===== src/rtl/ex_hazard_ctrl.sv =====
// ex_hazard_ctrl: hazard and forwarding controller for the two-line (ALU + MEM) EX stage.
// Shadows the destinations held in EX/MEM (p3) and MEM/WB (p4), picks forwarding sources,
// sequences load-use stalls and redirect flushes, and keeps saturating stall/flush counters.
module ex_hazard_ctrl #(
   parameter int unsigned REDIRECT_LAT = 1,
   parameter int unsigned CNT_W        = 16
) (
   input  logic             clk,
   input  logic             reset,
   input  logic             p2_valid,
   input  logic             p2_alu_regWrite,
   input  logic             p2_mem_regWrite,
   input  logic             p2_memWrite,
   input  logic             p2_aluSrcB,
   input  logic             p2_isBranch,
   input  logic             p2_isJump,
   input  logic             branch_taken,
   input  logic [2:0]       p2_alu_rn,
   input  logic [2:0]       p2_alu_rm,
   input  logic [2:0]       p2_alu_rd,
   input  logic [2:0]       p2_mem_rn,
   input  logic [2:0]       p2_mem_rd,
   output logic [1:0]       f_alu_reg_rn_sel,
   output logic [1:0]       f_alu_reg_rm_sel,
   output logic [1:0]       f_mem_reg_rn_sel,
   output logic             f_mem_reg_rd_sel,
   output logic             p1_pipeline_regWrite,
   output logic             pc_write,
   output logic             p2_pipeline_regWrite,
   output logic             p3_pipeline_regWrite,
   output logic             IF_flush,
   output logic             ID_flush,
   output logic             EX_flush,
   output logic             wr_conflict,
   output logic [CNT_W-1:0] stall_cnt,
   output logic [CNT_W-1:0] flush_cnt
);

   typedef enum logic [1:0] {
      RUN     = 2'd0,
      LDSTALL = 2'd1,
      REDIR   = 2'd2
   } state_t;

   // Counter preload: a redirect always flushes one cycle in RUN, the rest in REDIR.
   localparam logic [2:0] REDIR_INIT = 3'(REDIRECT_LAT - 1);

   state_t           state_q, state_d;
   logic [2:0]       cnt_q, cnt_d;
   logic             p3_alu_we_q, p3_alu_we_d, p3_ld_we_q, p3_ld_we_d;
   logic [2:0]       p3_alu_rd_q, p3_alu_rd_d, p3_mem_rd_q, p3_mem_rd_d;
   logic             p4_alu_we_q, p4_alu_we_d, p4_ld_we_q, p4_ld_we_d;
   logic [2:0]       p4_alu_rd_q, p4_alu_rd_d, p4_mem_rd_q, p4_mem_rd_d;
   logic             wr_conflict_q, wr_conflict_d;
   logic [CNT_W-1:0] stall_cnt_q, stall_cnt_d, flush_cnt_q, flush_cnt_d;

   logic       rm_read_s, mrd_read_s, ld_hz_s, redirect_s, conflict_s, stall_fire_s;
   logic [1:0] rn_sel_s, rm_sel_s, mrn_sel_s;
   logic       mrd_sel_s;
   logic       pc_en_s, p1_en_s, p2_en_s, p3_en_s, if_fl_s, id_fl_s, ex_fl_s;

   function automatic logic hit(input logic we, input logic [2:0] rd, input logic [2:0] src);
      return we && (rd == src);
   endfunction

   // Priority: youngest ALU result, then the load in WB, then the older ALU result in WB.
   function automatic logic [1:0] fwd_sel(input logic rd_en, input logic [2:0] src,
                                          input logic a3we, input logic [2:0] a3rd,
                                          input logic l4we, input logic [2:0] l4rd,
                                          input logic a4we, input logic [2:0] a4rd);
      logic [1:0] sel;
      if (!rd_en)                   sel = 2'd0;
      else if (hit(a3we, a3rd, src)) sel = 2'd1;
      else if (hit(l4we, l4rd, src)) sel = 2'd3;
      else if (hit(a4we, a4rd, src)) sel = 2'd2;
      else                           sel = 2'd0;
      return sel;
   endfunction

   // Source usage, forwarding selects and load-use hazard detection.
   always_comb begin
      rm_read_s  = p2_valid & ~p2_aluSrcB;
      mrd_read_s = p2_valid & p2_memWrite;
      rn_sel_s   = fwd_sel(p2_valid, p2_alu_rn, p3_alu_we_q, p3_alu_rd_q,
                           p4_ld_we_q, p4_mem_rd_q, p4_alu_we_q, p4_alu_rd_q);
      rm_sel_s   = fwd_sel(rm_read_s, p2_alu_rm, p3_alu_we_q, p3_alu_rd_q,
                           p4_ld_we_q, p4_mem_rd_q, p4_alu_we_q, p4_alu_rd_q);
      mrn_sel_s  = fwd_sel(p2_valid, p2_mem_rn, p3_alu_we_q, p3_alu_rd_q,
                           p4_ld_we_q, p4_mem_rd_q, p4_alu_we_q, p4_alu_rd_q);
      // Store data has only a p3 ALU path; anything older waits one cycle for the regfile.
      mrd_sel_s  = mrd_read_s & hit(p3_alu_we_q, p3_alu_rd_q, p2_mem_rd);
      ld_hz_s    = (p2_valid   & hit(p3_ld_we_q, p3_mem_rd_q, p2_alu_rn))
                 | (rm_read_s  & hit(p3_ld_we_q, p3_mem_rd_q, p2_alu_rm))
                 | (p2_valid   & hit(p3_ld_we_q, p3_mem_rd_q, p2_mem_rn))
                 | (mrd_read_s & (hit(p3_ld_we_q, p3_mem_rd_q, p2_mem_rd)
                                | hit(p4_ld_we_q, p4_mem_rd_q, p2_mem_rd)
                                | hit(p4_alu_we_q, p4_alu_rd_q, p2_mem_rd)));
      redirect_s = p2_valid & (p2_isJump | (p2_isBranch & branch_taken));
      conflict_s = p2_valid & p2_alu_regWrite & p2_mem_regWrite & (p2_alu_rd == p2_mem_rd);
   end

   // Stall/redirect sequencer: next state and raw pipeline enables/flushes.
   always_comb begin
      state_d      = state_q;
      cnt_d        = cnt_q;
      pc_en_s      = 1'b1;
      p1_en_s      = 1'b1;
      p2_en_s      = 1'b1;
      p3_en_s      = 1'b1;
      if_fl_s      = 1'b0;
      id_fl_s      = 1'b0;
      ex_fl_s      = 1'b0;
      stall_fire_s = 1'b0;
      case (state_q)
         RUN, LDSTALL: begin
            // LDSTALL ignores ld_hz so a held bundle never stalls twice.
            if ((state_q == RUN) && ld_hz_s) begin
               pc_en_s      = 1'b0;
               p1_en_s      = 1'b0;
               p2_en_s      = 1'b0;
               ex_fl_s      = 1'b1;
               stall_fire_s = 1'b1;
               state_d      = LDSTALL;
            end else if (redirect_s) begin
               if_fl_s = 1'b1;
               id_fl_s = 1'b1;
               cnt_d   = REDIR_INIT;
               if (REDIR_INIT != 3'd0) state_d = REDIR;
               else                    state_d = RUN;
            end else begin
               state_d = RUN;
            end
         end
         REDIR: begin
            if_fl_s = 1'b1;
            id_fl_s = 1'b1;
            cnt_d   = cnt_q - 3'd1;
            if (cnt_q <= 3'd1) state_d = RUN;
            else               state_d = REDIR;
         end
         default: begin
            state_d = RUN;
         end
      endcase
   end

   // Next shadow contents, sticky conflict flag and saturating counters.
   always_comb begin
      p3_alu_we_d = p3_alu_we_q;
      p3_ld_we_d  = p3_ld_we_q;
      p3_alu_rd_d = p3_alu_rd_q;
      p3_mem_rd_d = p3_mem_rd_q;
      if (p3_en_s) begin
         p3_alu_we_d = p2_valid & p2_alu_regWrite & ~ex_fl_s;
         // On a same-rd conflict only the ALU write is tracked.
         p3_ld_we_d  = p2_valid & p2_mem_regWrite & ~ex_fl_s & ~conflict_s;
         p3_alu_rd_d = p2_alu_rd;
         p3_mem_rd_d = p2_mem_rd;
      end else begin
         p3_alu_we_d = p3_alu_we_q;
      end
      p4_alu_we_d   = p3_alu_we_q;
      p4_ld_we_d    = p3_ld_we_q;
      p4_alu_rd_d   = p3_alu_rd_q;
      p4_mem_rd_d   = p3_mem_rd_q;
      wr_conflict_d = wr_conflict_q | conflict_s;
      if (stall_fire_s && !(&stall_cnt_q)) stall_cnt_d = stall_cnt_q + 1'b1;
      else                                 stall_cnt_d = stall_cnt_q;
      if (if_fl_s && !(&flush_cnt_q)) flush_cnt_d = flush_cnt_q + 1'b1;
      else                            flush_cnt_d = flush_cnt_q;
   end

   // Output stage: reset forces the pipeline to free-run with no flushes or forwarding.
   always_comb begin
      if (!reset) begin
         f_alu_reg_rn_sel     = 2'd0;
         f_alu_reg_rm_sel     = 2'd0;
         f_mem_reg_rn_sel     = 2'd0;
         f_mem_reg_rd_sel     = 1'b0;
         pc_write             = 1'b1;
         p1_pipeline_regWrite = 1'b1;
         p2_pipeline_regWrite = 1'b1;
         p3_pipeline_regWrite = 1'b1;
         IF_flush             = 1'b0;
         ID_flush             = 1'b0;
         EX_flush             = 1'b0;
      end else begin
         f_alu_reg_rn_sel     = rn_sel_s;
         f_alu_reg_rm_sel     = rm_sel_s;
         f_mem_reg_rn_sel     = mrn_sel_s;
         f_mem_reg_rd_sel     = mrd_sel_s;
         pc_write             = pc_en_s;
         p1_pipeline_regWrite = p1_en_s;
         p2_pipeline_regWrite = p2_en_s;
         p3_pipeline_regWrite = p3_en_s;
         IF_flush             = if_fl_s;
         ID_flush             = id_fl_s;
         EX_flush             = ex_fl_s;
      end
      wr_conflict = wr_conflict_q;
      stall_cnt   = stall_cnt_q;
      flush_cnt   = flush_cnt_q;
   end

   // State, shadow and counter registers with synchronous active-low reset.
   always_ff @(posedge clk) begin
      if (!reset) begin
         state_q       <= RUN;
         cnt_q         <= 3'd0;
         p3_alu_we_q   <= 1'b0;
         p3_ld_we_q    <= 1'b0;
         p3_alu_rd_q   <= 3'd0;
         p3_mem_rd_q   <= 3'd0;
         p4_alu_we_q   <= 1'b0;
         p4_ld_we_q    <= 1'b0;
         p4_alu_rd_q   <= 3'd0;
         p4_mem_rd_q   <= 3'd0;
         wr_conflict_q <= 1'b0;
         stall_cnt_q   <= '0;
         flush_cnt_q   <= '0;
      end else begin
         state_q       <= state_d;
         cnt_q         <= cnt_d;
         p3_alu_we_q   <= p3_alu_we_d;
         p3_ld_we_q    <= p3_ld_we_d;
         p3_alu_rd_q   <= p3_alu_rd_d;
         p3_mem_rd_q   <= p3_mem_rd_d;
         p4_alu_we_q   <= p4_alu_we_d;
         p4_ld_we_q    <= p4_ld_we_d;
         p4_alu_rd_q   <= p4_alu_rd_d;
         p4_mem_rd_q   <= p4_mem_rd_d;
         wr_conflict_q <= wr_conflict_d;
         stall_cnt_q   <= stall_cnt_d;
         flush_cnt_q   <= flush_cnt_d;
      end
   end

endmodule


===== config.mk =====
export PLATFORM = sky130hd
export DESIGN_NAME = ex_hazard_ctrl
export DESIGN_NICKNAME = d
export VERILOG_FILES = /design/src/rtl/ex_hazard_ctrl.sv
export SDC_FILE = /design/constraint.sdc
export NUM_CORES = 1
export LEC_CHECK = 0
export BUFFER_PORTS_ARGS = -buffer_cell sky130_fd_sc_hd__buf_4
export CAP_MARGIN = 20
export CORE_ASPECT_RATIO = 0.8
export CORE_MARGIN = 5
export CORE_UTILIZATION = 58
export DETAILED_ROUTE_END_ITERATION = 16
export PLACE_DENSITY_LB_ADDON = 0.25
export SYNTH_ARGS = -nofsm -noshare
export SYNTH_HDL_FRONTEND = slang
export SYNTH_SLANG_ARGS = --single-unit

===== constraint.sdc =====
create_clock -name clk -period 3.68 [get_ports clk]
set_input_delay 0.736 -clock clk [delete_from_list [all_inputs] [get_ports clk]]
set_output_delay 0.736 -clock clk [all_outputs]
set_load 0.005 [all_outputs]

# After elaboration in Yosys (flattened, before gate mapping)
# Cells that the tools add are included.
# Widths: inputs -> output; s select.
# word_totals
ff_bits,54
latch_bits,0
ramBits,0
mem_bits_ro,0
input_bits,25
out_inout_bits,47
elab_cells,123
memories,0
# op_classes
addsub,3
multipliers,0
div_mod_pow,0
n_lt_le_gt_ge,1
eq_ne,21
shift,0
mux,32
bitwise,26
reduce_logical,27
# op_table
op,n
$eq 3x3->1,17
$add 16x1->16 const B,2
$mux 2,16
$reduce_and 16->1,2
$logic_and 1x1->1,19
$and 1x1->1,16
$mux 1,11
$or 1x1->1,7
$mux 3,2
$pmux 3 s2,1
$ne 2x2->1 const B,2
$pmux 2 s2,1
$le 3x1->1 const B,1
$not 1->1,3
$reduce_and 3->1,1
$sub 3x1->3 const B,1
$eq 2x1->1 const B,1
$eq 2x2->1 const B,1
$logic_not 1->1,2
$logic_not 2->1,1
$pmux 1 s2,1
$reduce_bool 2->1,1
$reduce_or 2->1,1

# Longest topological paths before layout
# logic_depth
depth_word,12
depth_mapped,9
ltp_nobuf,7

# Least setup slack after synthesis
# Ideal clock, no wire load.
# synth_timing
path_kind,input port to output port
startpoint,in p2_mem_rd[1]
endpoint,out p2_pipeline_regWrite
arrival_time_ns,2.064
required_ns,2.944
path_slack_ns,0.880
stages,8
n_path_buf,2
path_cell_list,buf_4 > xnor2_1 > and4_1 > o31a_1 > nor2_2 > nor2_1 > inv_1 > buf_4
# synth_between
elab_chain_len,10
elab_cells_between_ends,14
classes_between,eq/ne (3); mux (3); bitwise (4); reduce/logical (4)
# synth_lines
item,line_no,rtl
start: declaration,22,"input logic [2:0] p2_mem_rd,"
$eq 3x3->1,63,return we && (rd == src);
$logic_and 1x1->1,63,
$or 1x1->1,96,"| hit(p4_ld_we_q, p4_mem_rd_q, p2_mem_rd)"
$or 1x1->1 (*),97,"| hit(p4_alu_we_q, p4_alu_rd_q, p2_mem_rd)));"
$and 1x1->1 (*),95,"| (mrd_read_s & (hit(p3_ld_we_q, p3_mem_rd_q, p2_mem_rd)"
$or 1x1->1 (*),95,
$logic_and 1x1->1 (*),117,if ((state_q == RUN) && ld_hz_s) begin
$mux 1 (*) (3 in series),-,
end: declaration,29,"output logic p2_pipeline_regWrite,"
# Every way passes the cells marked *; elsewhere a longest branch is shown, timed or not.

# Worst setup path after layout
# layout_timing
startpoint,in p2_mem_rd[1]
endpoint,out ID_flush
# layout_between
elab_chain_len,10
elab_cells_between_ends,14
classes_between,eq/ne (3); mux (3); bitwise (4); reduce/logical (4)
# layout_lines
item,line_no,rtl
$eq 3x3->1,63,
$logic_and 1x1->1,63,
$or 1x1->1,96,
$or 1x1->1 (*),97,
$and 1x1->1 (*),95,
$or 1x1->1 (*),95,
$logic_and 1x1->1 (*),117,
$mux 1 (*),117,
$pmux 1 s2 (*),114,case (state_q)
$mux 1 (*),175,if (!reset) begin
end: declaration,32,"output logic ID_flush,"
# Marked as above.

==> metrics.txt <==
# TYPE chip_impl_metric gauge
chip_impl_info{name="critical_path.startpoint_type",value="input pin"} 1
chip_impl_info{name="synth_common_cells",value="sky130_fd_sc_hd__dfxtp_1 (54), sky130_fd_sc_hd__xnor2_1 (36), sky130_fd_sc_hd__nand2_1 (28)"} 1
chip_impl_metric{name="maxSlewHeadroom",unit="%"} 57.99
chip_impl_metric{name="post-route-min-period",unit="ns"} 3.014
chip_impl_info{name="root_buffer",value="sky130_fd_sc_hd__clkbuf_8"} 1
chip_impl_metric{name="synth_edf_count",unit=""} 0
chip_impl_metric{name="setup-violations-final",unit=""} 0
chip_impl_metric{name="syn_nets",unit=""} 406
chip_impl_metric{name="share_of_final_layout_standard_cells_stronger_than_drive_strength_1",unit="%"} 21.21
chip_impl_metric{name="synthToLayoutAreaGrowth",unit="%"} 17.68
chip_impl_metric{name="number_of_antenna_violations_at_the_first_check_in_global_routing",unit=""} 0
chip_impl_info{name="cell_accounting_for_the_most_synthesized_area",value="sky130_fd_sc_hd__dfxtp_1"} 1
chip_impl_metric{name="post_cts_hold_buffer_count",unit=""} 0
chip_impl_metric{name="timing.setup.tns",unit="ns"} 0
chip_impl_metric{name="total_via_count_in_the_routed_design",unit=""} 2800
chip_impl_metric{name="synth.yosys.warnings",unit=""} 0
chip_impl_metric{name="numPortBuffers",unit=""} 70
chip_impl_metric{name="dr.pass1.iters",unit=""} 4
chip_impl_metric{name="total_congestion_overflow_after_global_routing",unit=""} 0
chip_impl_metric{name="h_tree_depth",unit=""} 2
chip_impl_info{name="critPathMostFrequentCell",value="sky130_fd_sc_hd__buf_4"} 1
chip_impl_metric{name="dpl_cell_area",unit="um^2"} 3618
chip_impl_metric{name="routedWlPerCell",unit="um"} 15.13
chip_impl_metric{name="core_region_area",unit="um^2"} 5375
chip_impl_metric{name="mappedNetlistArea",unit="um^2"} 3156
chip_impl_metric{name="clock-skew-final",unit="ns"} 0.005901
chip_impl_metric{name="synth-simple-area-share",unit="%"} 28.63
chip_impl_metric{name="nNetsFinal",unit=""} 457
chip_impl_metric{name="crit_fanout",unit=""} 10
chip_impl_metric{name="routed_wirelength",unit="um"} 7473
chip_impl_metric{name="part_of_the_cycle_the_worst_path_needs",unit="%"} 81.90
chip_impl_metric{name="globalplace.congestion",unit=""} 0.8670
chip_impl_metric{name="post_synthesis_xor_xnor_area_fraction",unit="%"} 14.43
chip_impl_metric{name="die_height",unit="um"} 75.98
chip_impl_metric{name="cts-buffers-inserted",unit=""} 5
chip_impl_info{name="post_synth_main_area_contributors",value="sky130_fd_sc_hd__dfxtp_1 (34%), sky130_fd_sc_hd__xnor2_1 (10%), sky130_fd_sc_hd__xor2_1 (4.4%), sky130_fd_sc_hd__nand4_1 (4.2%), sky130_fd_sc_hd__a21oi_1 (4.1%)"} 1
chip_impl_metric{name="grt_pass1_vias",unit=""} 2682
chip_impl_metric{name="critical_path.max_stage_delay",unit="ns"} 0.36
chip_impl_metric{name="place_hpwl",unit="um"} 5630
chip_impl_info{name="cts_tree",value="built"} 1
chip_impl_info{name="cp-end-kind",value="output pin"} 1
chip_impl_metric{name="muxShareOfSynthArea",unit="%"} 3.489
chip_impl_metric{name="complex_gate_fraction_of_the_synthesized_area",unit="%"} 11.02
chip_impl_metric{name="worstPathRequired",unit="ns"} 2.94
chip_impl_metric{name="maxSlewViolCount",unit=""} 0
chip_impl_metric{name="yosysUniqueCellTypes",unit=""} 49
chip_impl_metric{name="io-pin-count",unit=""} 72
chip_impl_info{name="grt_setup_unrepaired",value="no"} 1
chip_impl_metric{name="post_synthesis_register_bit_count",unit=""} 54
chip_impl_metric{name="worst_ep_arrival_time",unit="ns"} 2.28
chip_impl_metric{name="hold_ws",unit="ns"} 0.4802
chip_impl_info{name="path_class",value="input pin to output pin"} 1
chip_impl_metric{name="maxCapViolations",unit=""} 0
chip_impl_metric{name="grt_start_max_net_pins",unit=""} 33
chip_impl_metric{name="synth_top_cell_area_share",unit="%"} 34.26
chip_impl_info{name="synth_most_common_cell",value="sky130_fd_sc_hd__dfxtp_1"} 1
chip_impl_metric{name="crit_buf_inv",unit=""} 2
chip_impl_info{name="worstPathCellList",value="buf_4 -> xnor2_1 -> and4_1 -> o31ai_2 -> nand3_2 -> nor2_1 -> buf_4"} 1
chip_impl_metric{name="start_util",unit="%"} 58.71
chip_impl_metric{name="path_clk_slew",unit="ns"} 0.09
chip_impl_metric{name="grt_first_pass_wirelength",unit="um"} 12450
chip_impl_metric{name="die_area",unit="um^2"} 7025
chip_impl_info{name="run_status",value="completed"} 1
chip_impl_info{name="cpLargestDelayFamily",value="simple AND/OR/NAND/NOR gates"} 1
chip_impl_info{name="crit_path_top_delay_cell",value="sky130_fd_sc_hd__o31ai_2"} 1
chip_impl_metric{name="cts.path.max_buffers",unit=""} 2
chip_impl_metric{name="grt_usage",unit="%"} 21.40
chip_impl_info{name="combinational_family_with_the_most_area_after_synthesis",value="simple AND/OR/NAND/NOR gates"} 1
chip_impl_metric{name="final-hold-violation-count",unit=""} 0
chip_impl_metric{name="ctsResizeCount",unit=""} 0
chip_impl_metric{name="detail-route-antenna-nets",unit=""} 0
chip_impl_metric{name="preCtsSetupSlack",unit="ns"} 0.6695
chip_impl_metric{name="tightest_slew",unit="ns"} 0.6244
chip_impl_metric{name="insertedDiodeCount",unit=""} 0
chip_impl_metric{name="synthesis.instances",unit=""} 377
chip_impl_metric{name="fin_ws",unit="ns"} 0.6660
chip_impl_metric{name="drt_iter0_markers",unit=""} 103
chip_impl_metric{name="ys_async_sr_fraction",unit="%"} 0
chip_impl_metric{name="n_fill_cell",unit=""} 461
chip_impl_metric{name="drc",unit=""} 0
chip_impl_metric{name="postCtsSetupBuffers",unit=""} 0
chip_impl_metric{name="insertion_delay",unit="ns"} 0.30
chip_impl_metric{name="clock_sinks",unit=""} 54
chip_impl_metric{name="power-per-cell-area",unit="nW/um^2"} 293.3
chip_impl_metric{name="power.leakage",unit="nW"} 1.437
chip_impl_metric{name="final_core_utilization",unit="%"} 69.09
chip_impl_metric{name="post-route-cell-area",unit="um^2"} 3714
chip_impl_metric{name="die_w",unit="um"} 92.47
chip_impl_metric{name="yosys.area_share.adder",unit="%"} 1.586
chip_impl_metric{name="vdd_drop_max",unit="V"} 0.0001943
chip_impl_metric{name="synth_seq_area_share",unit="%"} 34.26
chip_impl_metric{name="synthesis.area_per_instance",unit="um^2"} 8.370
chip_impl_metric{name="vias_per_cell",unit=""} 5.668
chip_impl_metric{name="clock.fmax",unit="MHz"} 331.8
chip_impl_metric{name="number_of_rows_created_at_floorplan",unit=""} 24
chip_impl_info{name="ys_dominant_reg_cell",value="sky130_fd_sc_hd__dfxtp_1"} 1
chip_impl_info{name="hold_path_class",value="flip-flop to flip-flop"} 1
[worst reg2reg max path, stage by stage (launching register included)]
cell,delay [ns]
sky130_fd_sc_hd__dfxtp_1,0.41
sky130_fd_sc_hd__ha_1,0.18
sky130_fd_sc_hd__nand3_1,0.15
sky130_fd_sc_hd__nor4_1,0.43
sky130_fd_sc_hd__and2_1,0.41
sky130_fd_sc_hd__nor2_1,0.14
sky130_fd_sc_hd__a31o_2,0.26
sky130_fd_sc_hd__a21oi_1,0.11
[metal layers]
| layer | track usage, % | vias up | share of wire (%) |
|---|---|---|---|
| li1 | - | 1418 | - |
| met1 | 28.32 | 1310 | 45 |
| met2 | 34.83 | 64 | 49 |
| met3 | 5.331 | 8 | 5.2 |
| met4 | 5.490 | 0 | 1.0 |
| met5 | 0 | - | 0 |
[report_power, final]
part	internal (mW)	switching [mW]
Clock	0.152	0.190
Combinational	0.0682	0.0664
Sequential	0.594	0.0185
[worst paths after layout]
check                   to    startpoint  slack, ns  cells after the start
min reg2reg    wr_conflict   wr_conflict       0.48                      2
max               ID_flush  p2_mem_rd[1]       0.67                      7
min            wr_conflict   wr_conflict       0.48                      2
max reg2reg  flush_cnt[10]  flush_cnt[0]       1.53                      7
[layout by cell type (no fill, tap or decap), types with 4 or more instances in the layout]
cell                       Yosys  final
sky130_fd_sc_hd__nand3_1      15     15
sky130_fd_sc_hd__ha_1          4      4
sky130_fd_sc_hd__and4_1        4      4
sky130_fd_sc_hd__xor2_1       16     16
sky130_fd_sc_hd__a21oi_1      26     26
sky130_fd_sc_hd__inv_1         7      7
sky130_fd_sc_hd__o21ai_0       6      6
sky130_fd_sc_hd__nand2_1      28     28
sky130_fd_sc_hd__nor3_1        6      6
sky130_fd_sc_hd__nand2b_1     13     13
sky130_fd_sc_hd__and3_1       10     10
sky130_fd_sc_hd__buf_4         7     74
sky130_fd_sc_hd__and2_1       17     17
sky130_fd_sc_hd__clkbuf_8      0      6
sky130_fd_sc_hd__mux2i_1      11     11
sky130_fd_sc_hd__or4_1         4      4
sky130_fd_sc_hd__dfxtp_1      54     54
sky130_fd_sc_hd__o21ai_1       8      8
sky130_fd_sc_hd__nor2_1       17     17
sky130_fd_sc_hd__or3_1        10     10
sky130_fd_sc_hd__nand4_1      21     21
sky130_fd_sc_hd__xnor2_1      36     36
[logic make-up (layout without fill, tap and decap cells)]
kind of cell,Yosys count,count (layout)
and+or+nand+nor,160,160
AOI/OAI and AO/OA,57,57
DFF,54,54
xor gates and xnor gates,52,52
buffers and inverters,38,90
muxes,11,11
adders and majority gates,4,4
other,1,1
[layout make-up]
class,instances,area [um^2],area share (%)
clock buffers,6,82.58,2.224
clock inverters,2,12.51,0.3369
inverters,8,30.03,0.8086
multi-input cells,285,1871,50.37
flip-flops and latches,54,1081,29.11
well taps,65,81.33,2.190
repair buffers,74,555.5,14.96
[metrics by stage]
stage	power, mW	cells
final	1.089	494
after global routing	1.146	494
after CTS	1.104	494
after detailed placement	0.7608	486
after global placement	0.7562	486
after floorplan	0.7135	377
[sequential cells by signal, indices dropped and copies added, names as in the netlist]
name / flops
p3_alu_we_q: 1
p4_alu_we_q: 1
p4_alu_rd_q: 3
stall_cnt: 16
p3_ld_we_q: 1
p3_alu_rd_q: 3
state_q: 2
wr_conflict: 1
p4_mem_rd_q: 3
p3_mem_rd_q: 3
cnt_q: 3
flush_cnt: 16
p4_ld_we_q: 1
Power figures use the tool's default switching activity.
